--- config.mk ---
export PLATFORM = sky130hd
export DESIGN_NAME = serial_shift_ctrl
export DESIGN_NICKNAME = d
export VERILOG_FILES = /design/src/rtl/serial_ctrl_pkg.sv /design/src/rtl/rr_arbiter2.sv /design/src/rtl/serial_shift_ctrl.sv
export SDC_FILE = /design/constraint.sdc
export NUM_CORES = 1
export LEC_CHECK = 0
export ABC_AREA = 1
export BUFFER_PORTS_ARGS = -buffer_cell sky130_fd_sc_hd__buf_4
export CORE_ASPECT_RATIO = 1.2
export CORE_MARGIN = 3
export CORE_UTILIZATION = 60
export CTS_BUF_LIST = sky130_fd_sc_hd__clkbuf_4
export CTS_CLUSTER_SIZE = 8
export DETAILED_ROUTE_END_ITERATION = 16
export MAX_ROUTING_LAYER = met4
export PLACE_DENSITY = 0.89
export SLEW_MARGIN = 30
export SYNTH_ARGS = -nofsm -noshare
export SYNTH_HDL_FRONTEND = slang
export SYNTH_HIERARCHICAL = 1
export SYNTH_SLANG_ARGS = --single-unit
export TNS_END_PERCENT = 10
--- constraint.sdc ---
create_clock -name clk -period 2.4 [get_ports clk]
set_input_delay 0.12 -clock clk [delete_from_list [all_inputs] [get_ports clk]]
set_output_delay 0.12 -clock clk [all_outputs]
set_load 0.005 [all_outputs]
--- src/rtl/serial_ctrl_pkg.sv ---
// Shared types and defaults for the serial shift register controller.
package serial_ctrl_pkg;

    typedef enum logic [1:0] {
        IDLE  = 2'd0,
        SHIFT = 2'd1,
        DRAIN = 2'd2,
        RESP  = 2'd3
    } state_t;

    localparam int WIDTH_DEFAULT = 8;

endpackage

--- src/rtl/rr_arbiter2.sv ---
// Two-input round-robin arbiter; on contention the requester that did not win last time is granted.
module rr_arbiter2 (
    input  logic       clk,
    input  logic       reset_n,
    input  logic [1:0] req,
    input  logic       advance,
    output logic [1:0] grant
);

    logic last_grant_q;
    logic last_grant_d;

    always_comb begin
        grant = req;
        if (req == 2'b11) begin
            grant = last_grant_q ? 2'b01 : 2'b10;
        end
        last_grant_d = last_grant_q;
        if (advance) begin
            last_grant_d = grant[1];
        end
    end

    // Starts at 1 so that requester 0 wins the first contention.
    always_ff @(posedge clk or negedge reset_n) begin
        if (!reset_n) begin
            last_grant_q <= 1'b1;
        end else begin
            last_grant_q <= last_grant_d;
        end
    end

endmodule

--- src/rtl/serial_shift_ctrl.sv ---
// Arbitrates two swap requesters, streams the granted word into an external serial
// shift register and collects the bits it pushes out as the response word.
module serial_shift_ctrl
    import serial_ctrl_pkg::*;
#(
    parameter int WIDTH = WIDTH_DEFAULT
) (
    input  logic               clk,
    input  logic               reset_n,
    input  logic [1:0]         req_valid,
    input  logic [1:0]         req_dir,
    input  logic [2*WIDTH-1:0] req_data,
    output logic [1:0]         req_ready,
    output logic               sr_enable,
    output logic               sr_dir,
    output logic               sr_in_bit,
    input  logic               sr_out_bit,
    output logic               rsp_valid,
    input  logic               rsp_ready,
    output logic               rsp_id,
    output logic [WIDTH-1:0]   rsp_data
);

    localparam int CNT_W = $clog2(WIDTH) + 1;

    state_t             state_q, state_d;
    logic [CNT_W-1:0]   cnt_q, cnt_d;
    logic [WIDTH-1:0]   tx_q, tx_d;
    logic               dir_q, dir_d;
    logic               id_q, id_d;
    logic               sr_enable_q, sr_enable_d;
    logic               sr_dir_q, sr_dir_d;
    logic               sr_in_bit_q, sr_in_bit_d;
    logic               rsp_id_q, rsp_id_d;
    logic [WIDTH-1:0]   rsp_data_q, rsp_data_d;

    logic [1:0]         grant;
    logic               advance;
    logic               g_idx;
    logic [WIDTH-1:0]   sel_data;

    // dir=0 fills from the LSB end (MSB arrives first), dir=1 fills from the MSB end.
    function automatic logic [WIDTH-1:0] capture(input logic [WIDTH-1:0] cur,
                                                 input logic dir,
                                                 input logic b);
        return dir ? {b, cur[WIDTH-1:1]} : {cur[WIDTH-2:0], b};
    endfunction

    assign advance  = (state_q == IDLE) && (|req_valid);
    assign g_idx    = grant[1];
    assign sel_data = g_idx ? req_data[2*WIDTH-1:WIDTH] : req_data[WIDTH-1:0];

    rr_arbiter2 u_arb (
        .clk     (clk),
        .reset_n (reset_n),
        .req     (req_valid),
        .advance (advance),
        .grant   (grant)
    );

    always_comb begin
        state_d     = state_q;
        cnt_d       = cnt_q;
        tx_d        = tx_q;
        dir_d       = dir_q;
        id_d        = id_q;
        sr_enable_d = 1'b0;
        sr_dir_d    = sr_dir_q;
        sr_in_bit_d = sr_in_bit_q;
        rsp_id_d    = rsp_id_q;
        rsp_data_d  = rsp_data_q;
        req_ready   = 2'b00;

        case (state_q)
            IDLE: begin
                req_ready = grant;
                if (advance) begin
                    state_d     = SHIFT;
                    cnt_d       = '0;
                    tx_d        = sel_data;
                    dir_d       = req_dir[g_idx];
                    id_d        = g_idx;
                    sr_enable_d = 1'b1;
                    sr_dir_d    = req_dir[g_idx];
                    sr_in_bit_d = req_dir[g_idx] ? sel_data[0] : sel_data[WIDTH-1];
                end
            end
            SHIFT: begin
                // The first strobe's output bit is not visible until the second cycle.
                if (cnt_q != '0) begin
                    rsp_data_d = capture(rsp_data_q, dir_q, sr_out_bit);
                end
                cnt_d = cnt_q + CNT_W'(1);
                if (cnt_q == CNT_W'(WIDTH - 1)) begin
                    state_d = DRAIN;
                end else begin
                    sr_enable_d = 1'b1;
                    tx_d        = dir_q ? (tx_q >> 1) : (tx_q << 1);
                    sr_in_bit_d = dir_q ? tx_q[1] : tx_q[WIDTH-2];
                end
            end
            DRAIN: begin
                rsp_data_d = capture(rsp_data_q, dir_q, sr_out_bit);
                rsp_id_d   = id_q;
                state_d    = RESP;
            end
            RESP: begin
                if (rsp_ready) begin
                    state_d = IDLE;
                end
            end
            default: state_d = IDLE;
        endcase
    end

    always_ff @(posedge clk or negedge reset_n) begin
        if (!reset_n) begin
            state_q     <= IDLE;
            cnt_q       <= '0;
            tx_q        <= '0;
            dir_q       <= 1'b0;
            id_q        <= 1'b0;
            sr_enable_q <= 1'b0;
            sr_dir_q    <= 1'b0;
            sr_in_bit_q <= 1'b0;
            rsp_id_q    <= 1'b0;
            rsp_data_q  <= '0;
        end else begin
            state_q     <= state_d;
            cnt_q       <= cnt_d;
            tx_q        <= tx_d;
            dir_q       <= dir_d;
            id_q        <= id_d;
            sr_enable_q <= sr_enable_d;
            sr_dir_q    <= sr_dir_d;
            sr_in_bit_q <= sr_in_bit_d;
            rsp_id_q    <= rsp_id_d;
            rsp_data_q  <= rsp_data_d;
        end
    end

    assign sr_enable = sr_enable_q;
    assign sr_dir    = sr_dir_q;
    assign sr_in_bit = sr_in_bit_q;
    assign rsp_valid = (state_q == RESP);
    assign rsp_id    = rsp_id_q;
    assign rsp_data  = rsp_data_q;

endmodule

# After elaboration in Yosys (flattened, before gate mapping)
# Index checks and enable logic that the tools add are counted.
# totals
regBits,28
out_inout_bits,15
wordCells,60
# op_classes
n_eq_ne,10
mux,27
order_cmp,1
n_reduce_logical,11
add_sub_neg,1
# op_table
cell,count
8-bit 2-to-1 mux,6
8-bit one-hot mux with 2 select lines,2
2-bit 2-to-1 mux,6
1-bit 2-to-1 mux,8
"2-bit inequality test, second input constant",4
2-bit one-hot mux with 4 select lines,1
4-bit one-hot mux with 2 select lines,1
"2-bit == test, second input constant",3
2-bit AND reduction,3
3-bit AND reduction,2
"4-bit by 1-bit adder with 4-bit output, second input constant",1
"4-bit by 3-bit == test with 1-bit output, second input constant",1
4-bit 2-to-1 mux,1
1-bit one-hot mux with 2 select lines,2
2-bit nonzero test,2
4-bit nonzero test,1
"2-bit by 1-bit == test with 1-bit output, second input constant",1
2-bit zero test,1
"1-bit by 2-bit < comparator with 1-bit output, second input constant",1
"2-bit by 1-bit inequality test with 1-bit output, second input constant",1
2-bit OR reduction,1
1-bit logical AND,1

# Logic depth before layout (Yosys ltp)
# Gate-level depths: netlist of run 1.
# logic_depth
ltp_word,7
depth_mapped,9
mapped_depth_nobuf,9

# Modules after synthesis
# Netlist of run 1, hierarchy kept.
# modules_own_cells
mod,instances,area_each_um2,cells_each,seq_area_each_um2
serial_shift_ctrl,1,1714.1,216,675.6
rr_arbiter2,1,63.8,9,26.3

# Worst setup path before layout of run 1
# OpenSTA, ideal clock, no wires.
# synth_path
path_kind,register to register
start,register state_q[1]
end,register tx_q[5]
path_buffers,1
path_stages_with_launch,9
arrival_time_ps,1268
required_ps,2282
slack_ps,1014
cell_sequence,dfrtp_1 -> inv_1 -> ha_1 -> buf_6 -> nand4_1 -> nand2_4 -> inv_6 -> nand2_2 -> o21ai_2
# synth_via
elab_chain_cells,4
word_cells_on_any_way,8
classes_between,eq/ne (3); mux (1); reduce/logical (4)
# synth_lines
item,line,rtl
start: declaration,serial_shift_ctrl.sv:26,"state_t state_q, state_d;"
start signal: assignment,serial_shift_ctrl.sv:129,state_q <= state_d;
2-bit zero test,"serial_shift_ctrl.sv:49, serial_shift_ctrl.sv:74",
1-bit logical AND,serial_shift_ctrl.sv:49,assign advance = (state_q == IDLE) && (|req_valid);
2-bit inequality test (no source line),-,
3-bit AND reduction (no source line),-,
end signal: assignment,serial_shift_ctrl.sv:131,tx_q <= tx_d;
end: declaration,serial_shift_ctrl.sv:28,"logic [WIDTH-1:0] tx_q, tx_d;"
# Several ways; a longest one is shown, not always the timed one.
# A chain may end at the register's enable or synchronous reset.

# Worst setup path in the final report of run 1
# layout_path
start,register state_q[1]
end,register tx_q[4]
# The elaborated chain is that of the path after synthesis.

==> results of run 1 <==
==> critical path, cell delays in order, from the launching register on <==
cell      delay, ns
dfrtp_1        0.44
inv_1          0.11
ha_1           0.40
buf_4          0.26
nand2_1        0.12
inv_1          0.13
nand2_1        0.07
o211ai_1       0.09
nand2_1        0.07
nand2_1        0.05
==> flip-flops by register name, summed over array words and instances, names as in the netlist, 2 cells and up <==
signal / count
rsp_data: 8
tx_q: 8
cnt_q: 4
state_q: 2
==> power by group through the flow <==
stage | Sequential, uW | Combinational [uW] | Clock, uW
4_1_cts | 895 | 1400 | 206
2_1_floorplan | 831 | 1110 | 0
5_1_grt | 929 | 1590 | 226
3_3_place_gp | 894 | 1350 | 0
6_report | 897 | 1390 | 206
3_5_place_dp | 901 | 1390 | 0
==> per-stage QoR <==
| step | std cells | hold slack [ns] |
|---|---|---|
| floorplan | 225 | -0.176 |
| global placement | 294 | 0.0539 |
| detailed placement | 294 | 0.0553 |
| CTS | 299 | 0.0199 |
| global route | 299 | 0.0214 |
| finish | 299 | 0.0207 |
==> final cells by class <==
class / count / share of cell area (%)
flip-flops and latches: 28 / 33.3
inverters: 34 / 6.29
clock buffers: 3 / 1.07
well taps: 34 / 2.02
repair buffers: 41 / 14.7
multi-input cells: 158 / 42.4
clock inverters: 1 / 0.178
==> worst min path at each step <==
| stage | to | slack [ns] | cells after the start |
|---|---|---|---|
| floorplan | cnt_q[0]$_DFFE_PN0P_ | -0.18 | 0 |
| global placement | tx_q[3]$_DFFE_PN0P_ | 0.05 | 1 |
| detailed placement | tx_q[3]$_DFFE_PN0P_ | 0.06 | 1 |
| CTS | u_arb/last_grant_q$_DFFE_PN1P_ | 0.02 | 3 |
| global route | u_arb/last_grant_q$_DFFE_PN1P_ | 0.02 | 3 |
| finish | u_arb/last_grant_q$_DFFE_PN1P_ | 0.02 | 3 |
==> routing by layer <==
metal	vias to the layer above	GRT usage (%)	wire, um
met5	-	-	0
met4	0	10.9	91
met3	9	2.36	262
met2	61	34.9	1700
met1	678	31.6	1640
li1	787	-	-
==> synthesized netlist by cell type <==
cell,number,area share [%]
o21ai_2,9,4.4
dfrtp_1,27,38
o21ai_0,11,3.1
nand2_4,3,1.9
a22oi_1,1,0.42
nor2_2,1,0.35
nand3_1,12,3.4
mux2i_1,8,4.5
o211ai_1,3,1.3
inv_6,1,0.49
a21boi_1,1,0.42
nand4_4,1,1.2
buf_2,1,0.28
nand4_1,3,1.1
buf_8,1,0.84
ha_1,7,4.9
nand2_1,80,17
buf_4,1,0.42
inv_2,1,0.21
nand2_2,1,0.35
mux2_2,1,0.63
o21ai_4,2,1.8
dfstp_2,1,1.5
and2_1,1,0.35
nor2_1,10,2.1
o22ai_1,1,0.35
a21oi_2,1,0.49
inv_1,32,6.8
a21oi_1,1,0.28
buf_6,2,1.3
==> logic make-up after synthesis <==
group           count (synthesis)  synth area share (%)
flops                          28                  39.5
simple gates                  112                  27.6
mux                             9                  5.14
buf+inv                        39                  10.3
fa+ha+maj                       7                  4.93
compound gates                 30                  12.6
==> impl_metrics.tcl, run 1 <==
set metrics [dict create \
    power-per-cell-area_nw_per_um2 1180 \
    antenna_cells 0 \
    worst_hold_path_type "input port to register" \
    swShare_pct 46.7 \
    cts_made_buffers 3 \
    fp.dieW_um 55.7 \
    fmax_mhz 560 \
    areaGrowthSynthToFinish_pct 18.5 \
    start_util_pct 63.2 \
    fin_setup_tns_ns 0 \
    dp_worst_setup_slack_ns 0.658 \
    grt_start_max_net_pins 29 \
    power.net_switching_uw 1160 \
    multiInputGateArea_sq_um 893 \
    cts_tree "yes" \
    vias_per_cell 5.13 \
    endpoint_kind "register" \
    clock_tree.buffer_depth 2 \
    io_buffer_count 38 \
    grt_use_total_pct 23.2 \
    worstReg2RegEnd "tx_q[4]$_DFFE_PN0P_" \
    period_minus_slack_ns 1.79 \
    layout.cells.most_common "nand2_1" \
    netlist_instances 225 \
    routed_wl_mm 3.69 \
    final_util_pct 74.9 \
    yosys.cell_types.count 30 \
    synth.cell_area_sq_um 1780 \
    nets 297 \
    cell_leakage_power_uw 0.00115 \
    worst_r2r_startpoint "state_q[1]$_DFFE_PN0P_" \
    finish.instance_area_sq_um 2110 \
    outcome "finished, final reports clean" \
    clock_input_transition_at_the_sequential_cells_of_the_worst_setup_and_hold_paths_ns 0.15 \
    syn_avg_cell_area_sq_um 7.90 \
    worst_r2r_path_depth 9 \
    cts_resized 0 \
    worst_slack_ns 0.614 \
    timing_endpoint_of_the_critical_path "tx_q[4]$_DFFE_PN0P_" \
    seqCellArea_sq_um 702 \
    cp-start-kind "register" \
    final_cell_mix "nand2_1 (80), buf_4 (40), inv_1 (32)" \
    peak_supply_drop_uv 809 \
    setup.reg_to_reg.worst_slack_ns 0.61 \
    max_cap_viol_count 0 \
    floorplan.die_area_sq_um 3650 \
    die_height_um 65.6 \
    fp.coreArea_sq_um 2810 \
    final.setup_skew_ns 0.00214 \
    detailroute.via_count 1535 \
    dpl_cell_area_sq_um 2070 \
    fillers 215 \
    cts_hold_buffers 1 \
    io-pin-count 39 \
    grt_overflow 0 \
    wire_per_inst_um 12.3 \
    seqPwrFrac_pct 36.0 \
    via_count_of_the_first_global_routing_pass 1390 \
    clk_latency_ns 0.33 \
    synth_seq_cells 28 \
    finalCritPeriodShare_pct 74.4 \
    fp-row-count 21 \
    yosysSeqAreaShare_pct 39.5 \
    grt_pass1_wl_mm 6.43 \
    dpl.hpwl_mm 2.79 \
    rsz0062_at_grt "no" \
    drt_pre_antenna_iters 4 \
    cp_data_required_time_ns 2.69 \
    p_total_uw 2490 \
    power.share.combinational_pct 55.7 \
    maxSlewViolCount 0 \
    worst-setup-path-type "register to register" \
    tightestPinTransition_ns 0.615 \
    routability_congestion 0.897 \
    crit_start "state_q[1]$_DFFE_PN0P_" \
    max-slew-margin-rel_pct 59.0 \
    setup-violations-final 0 \
    ratio_of_cells_with_drive_above_1_in_the_final_layout_pct 24.5 \
    cts_root_buf "clkbuf_4" \
    hp-start "req_valid[1]" \
    cts_max_level 1 \
    drcViolationCount 0 \
    critPathMaxFanout 11 \
    clock_power_share_pct 8.3 \
    ant_nets 0 \
    tritoncts_num_sinks 28 \
    grt_antenna_before_repair 0 \
    worstPathArrival_ns 2.08 \
    synth.net_count 256 \
    yosys_warnings 6 \
    drt-initial-drc-count 50 \
    final_hold_viol_count 0 \
    p_int_uw 1330 \
    cts_post_setup_buffers_inserted 0 \
]
Power figures use the tool's default switching activity.
==> run 2: changes to the inputs <==
--- a/config.mk
+++ b/config.mk
@@ -9,12 +9,12 @@
 export BUFFER_PORTS_ARGS = -buffer_cell sky130_fd_sc_hd__buf_4
 export CORE_ASPECT_RATIO = 1.2
 export CORE_MARGIN = 3
-export CORE_UTILIZATION = 60
+export CORE_UTILIZATION = 51
 export CTS_BUF_LIST = sky130_fd_sc_hd__clkbuf_4
 export CTS_CLUSTER_SIZE = 8
 export DETAILED_ROUTE_END_ITERATION = 16
 export MAX_ROUTING_LAYER = met4
-export PLACE_DENSITY = 0.89
+export PLACE_DENSITY = 0.81
 export SLEW_MARGIN = 30
 export SYNTH_ARGS = -nofsm -noshare
 export SYNTH_HDL_FRONTEND = slang
==> constraint.sdc (replaced) <==
create_clock -name clk -period 1.5 [get_ports clk]
set_input_delay 0.075 -clock clk [delete_from_list [all_inputs] [get_ports clk]]
set_output_delay 0.075 -clock clk [all_outputs]
set_load 0.005 [all_outputs]
==> run 2 against run 1 <==
Via count up 6.6%; global-route usage down 2.5 points; power up 81%; final cell count up 6.0%; clock skew about the same.
==> impl_metrics.tcl, run 2 (same netlist as run 1, synthesis figures left out) <==
set metrics [dict create \
    io_buffer_count 38 \
    vias_per_cell 5.16 \
    layout.cells.most_common "nand2_1" \
    period_minus_slack_ns 1.44 \
    antenna_cells 0 \
    globalRouteMet3Util_pct 2.01 \
    clock_tree.buffer_depth 2 \
    dpl.hpwl_mm 2.98 \
    worstReg2RegEnd "tx_q[7]$_DFFE_PN0P_" \
    grt-busiest-layer "met2" \
    worstPathCellList "inv_1, ha_4, inv_1, nand2_1, nand2_4, nand2_8, inv_6, nand2_1, nand2_1" \
    cts_tree "yes" \
    cts_max_level 1 \
    io-pin-count 39 \
    ant_nets 0 \
    grt.met2_usage_pct 31.7 \
    path_common_cell "nand2_1" \
    cp_data_required_time_ns 1.74 \
    grt_start_max_net_pins 29 \
    fin_setup_tns_ns 0 \
    critPathMaxFanout 9 \
    rsz0062_at_grt "yes" \
    worst_r2r_startpoint "state_q[0]$_DFFE_PN0P_" \
    fmax_mhz 696 \
    maxSlewViolCount 0 \
    swShare_pct 44.6 \
    worst_hold_path.endpoint "u_arb/last_grant_q$_DFFE_PN1P_" \
    fillers 244 \
    drt_pre_antenna_iters 4 \
    final_hold_viol_count 0 \
    p_int_uw 2500 \
    start_util_pct 55.7 \
    grt_pass1_wl_mm 6.71 \
    clock_power_share_pct 7.7 \
    grt_antenna_before_repair 0 \
    fp-row-count 22 \
    min_delay_path_depth 4 \
    routed_wl_mm 4.10 \
    outcome "finished, final reports clean" \
    worstPathArrival_ns 1.68 \
    globalRouteMet1Util_pct 28.6 \
    via_count_of_the_first_global_routing_pass 1548 \
    wire_per_inst_um 12.9 \
    final_cell_mix "nand2_1 (77), buf_4 (53), inv_1 (30)" \
    cell_leakage_power_uw 0.00123 \
    clk_latency_ns 0.33 \
    worst_slack_ns 0.0627 \
    maximum_single_stage_delay_on_the_critical_path_ns 0.47 \
    seqPwrFrac_pct 30.8 \
    ratio_of_cells_with_drive_above_1_in_the_final_layout_pct 33.1 \
    max-slew-margin-rel_pct 75.1 \
    tightestPinTransition_ns 0.373 \
    worst_hold_path_type "input port to register" \
    dpl_cell_area_sq_um 2180 \
    cp-start-kind "register" \
    hp-start "req_valid[0]" \
    routability_congestion 0.892 \
    detailroute.via_count 1637 \
    fp.dieW_um 59.9 \
    final.setup_skew_ns 0.00229 \
    cts_root_buf "clkbuf_4" \
    setup-violations-final 0 \
    nets 313 \
    worst_r2r_path_depth 9 \
    tritoncts_num_sinks 28 \
    p_total_uw 4510 \
    drt-initial-drc-count 57 \
    die_height_um 70.7 \
    finish.instance_area_sq_um 2310 \
    endpoint_kind "register" \
    setup.reg_to_reg.worst_slack_ns 0.06 \
    dp_worst_setup_slack_ns 0.00269 \
    peak_supply_drop_uv 1290 \
    critPathSlowestCell "dfrtp_2" \
    floorplan.die_area_sq_um 4230 \
    power.net_switching_uw 2010 \
    grt_overflow 0 \
    power.share.combinational_pct 61.5 \
    finalCritPeriodShare_pct 95.8 \
    power-per-cell-area_nw_per_um2 1950 \
    max_cap_viol_count 0 \
    drcViolationCount 0 \
    fp.coreArea_sq_um 3190 \
    worst-setup-path-type "register to register" \
    grt_use_total_pct 20.7 \
    cts_made_buffers 3 \
    clock_input_transition_at_the_sequential_cells_of_the_worst_setup_and_hold_paths_ns 0.15 \
    areaGrowthSynthToFinish_pct 29.9 \
]
-- run 2: cell count changes in the layout (fill, tap and decap cells not counted), sizes merged --
| cell | before | now |
|---|---|---|
| buf | 40 | 55 |
| clkbuf | 3 | 4 |
| clkinv | 1 | 0 |
| dlygate4sd3 | 1 | 2 |
-- run 2: metal layers --
metal / wire (um) / part of all wire (%)
met4: 55 / 1.3
met5: 0 / 0
met1: 1880 / 46
met2: 1940 / 47
met3: 224 / 5.5
-- run 2: worst max-delay path, delay by kind of cell (launching register included) --
family	cells	cell delay, ns
flip-flops	1	0.47
buffers and inverters	3	0.24
adder cells (fa/ha/maj)	1	0.19
AND/OR/NAND/NOR	5	0.43
-- run 2: through the flow --
stage               cells  hold WS, ns  util (%)
floorplan             225       -0.221         -
global placement      309       0.0173      68.4
detailed placement    309       0.0201      68.4
CTS                   315       0.0154      70.2
global route          317       0.0381      72.3
finish                317       0.0133      72.3
-- run 2: worst max-delay path by stage --
stage | from | to | slack [ns]
detailed placement | state_q[0]$_DFFE_PN0P_ | tx_q[7]$_DFFE_PN0P_ | 0.003
global route | state_q[1]$_DFFE_PN0P_ | sr_in_bit$_DFFE_PN0P_ | -0.03
global placement | state_q[0]$_DFFE_PN0P_ | tx_q[6]$_DFFE_PN0P_ | 0.05
floorplan | state_q[1]$_DFFE_PN0P_ | tx_q[5]$_DFFE_PN0P_ | 0.11
CTS | state_q[1]$_DFFE_PN0P_ | tx_q[7]$_DFFE_PN0P_ | 0.0007
finish | state_q[0]$_DFFE_PN0P_ | tx_q[7]$_DFFE_PN0P_ | 0.06
-- run 2: power groups by stage --
stage               Sequential (uW)  Clock (uW)  Combinational (uW)
finish                         1390         348                2770
detailed placement             1390           0                2590
CTS                            1370         354                2640
global placement               1370           0                2530
global route                   1420         384                3090
floorplan                      1330           0                1780
-- run 2: layout make-up --
| type | count | area, sq um | area share [%] |
|---|---|---|---|
| Multi-Input combinational cell | 158 | 950 | 41.1 |
| Sequential cell | 28 | 703 | 30.4 |
| Timing Repair Buffer | 57 | 449 | 19.4 |
| Inverter | 34 | 133 | 5.74 |
| Tap cell | 36 | 45.0 | 1.95 |
| Clock buffer | 4 | 30.0 | 1.30 |
-- run 2: timing repair --
| action | in CTS | in global routing |
|---|---|---|
| hold buffers | 2 | 0 |
| setup endpoints to repair | 5 | 20 |
| pin swaps | 0 | 8 |
| gates resized for setup | 3 | 17 |
| buffers inserted | 1 | 2 |
| gates cloned | 0 | 0 |
| hold endpoints to repair | 29 | 0 |
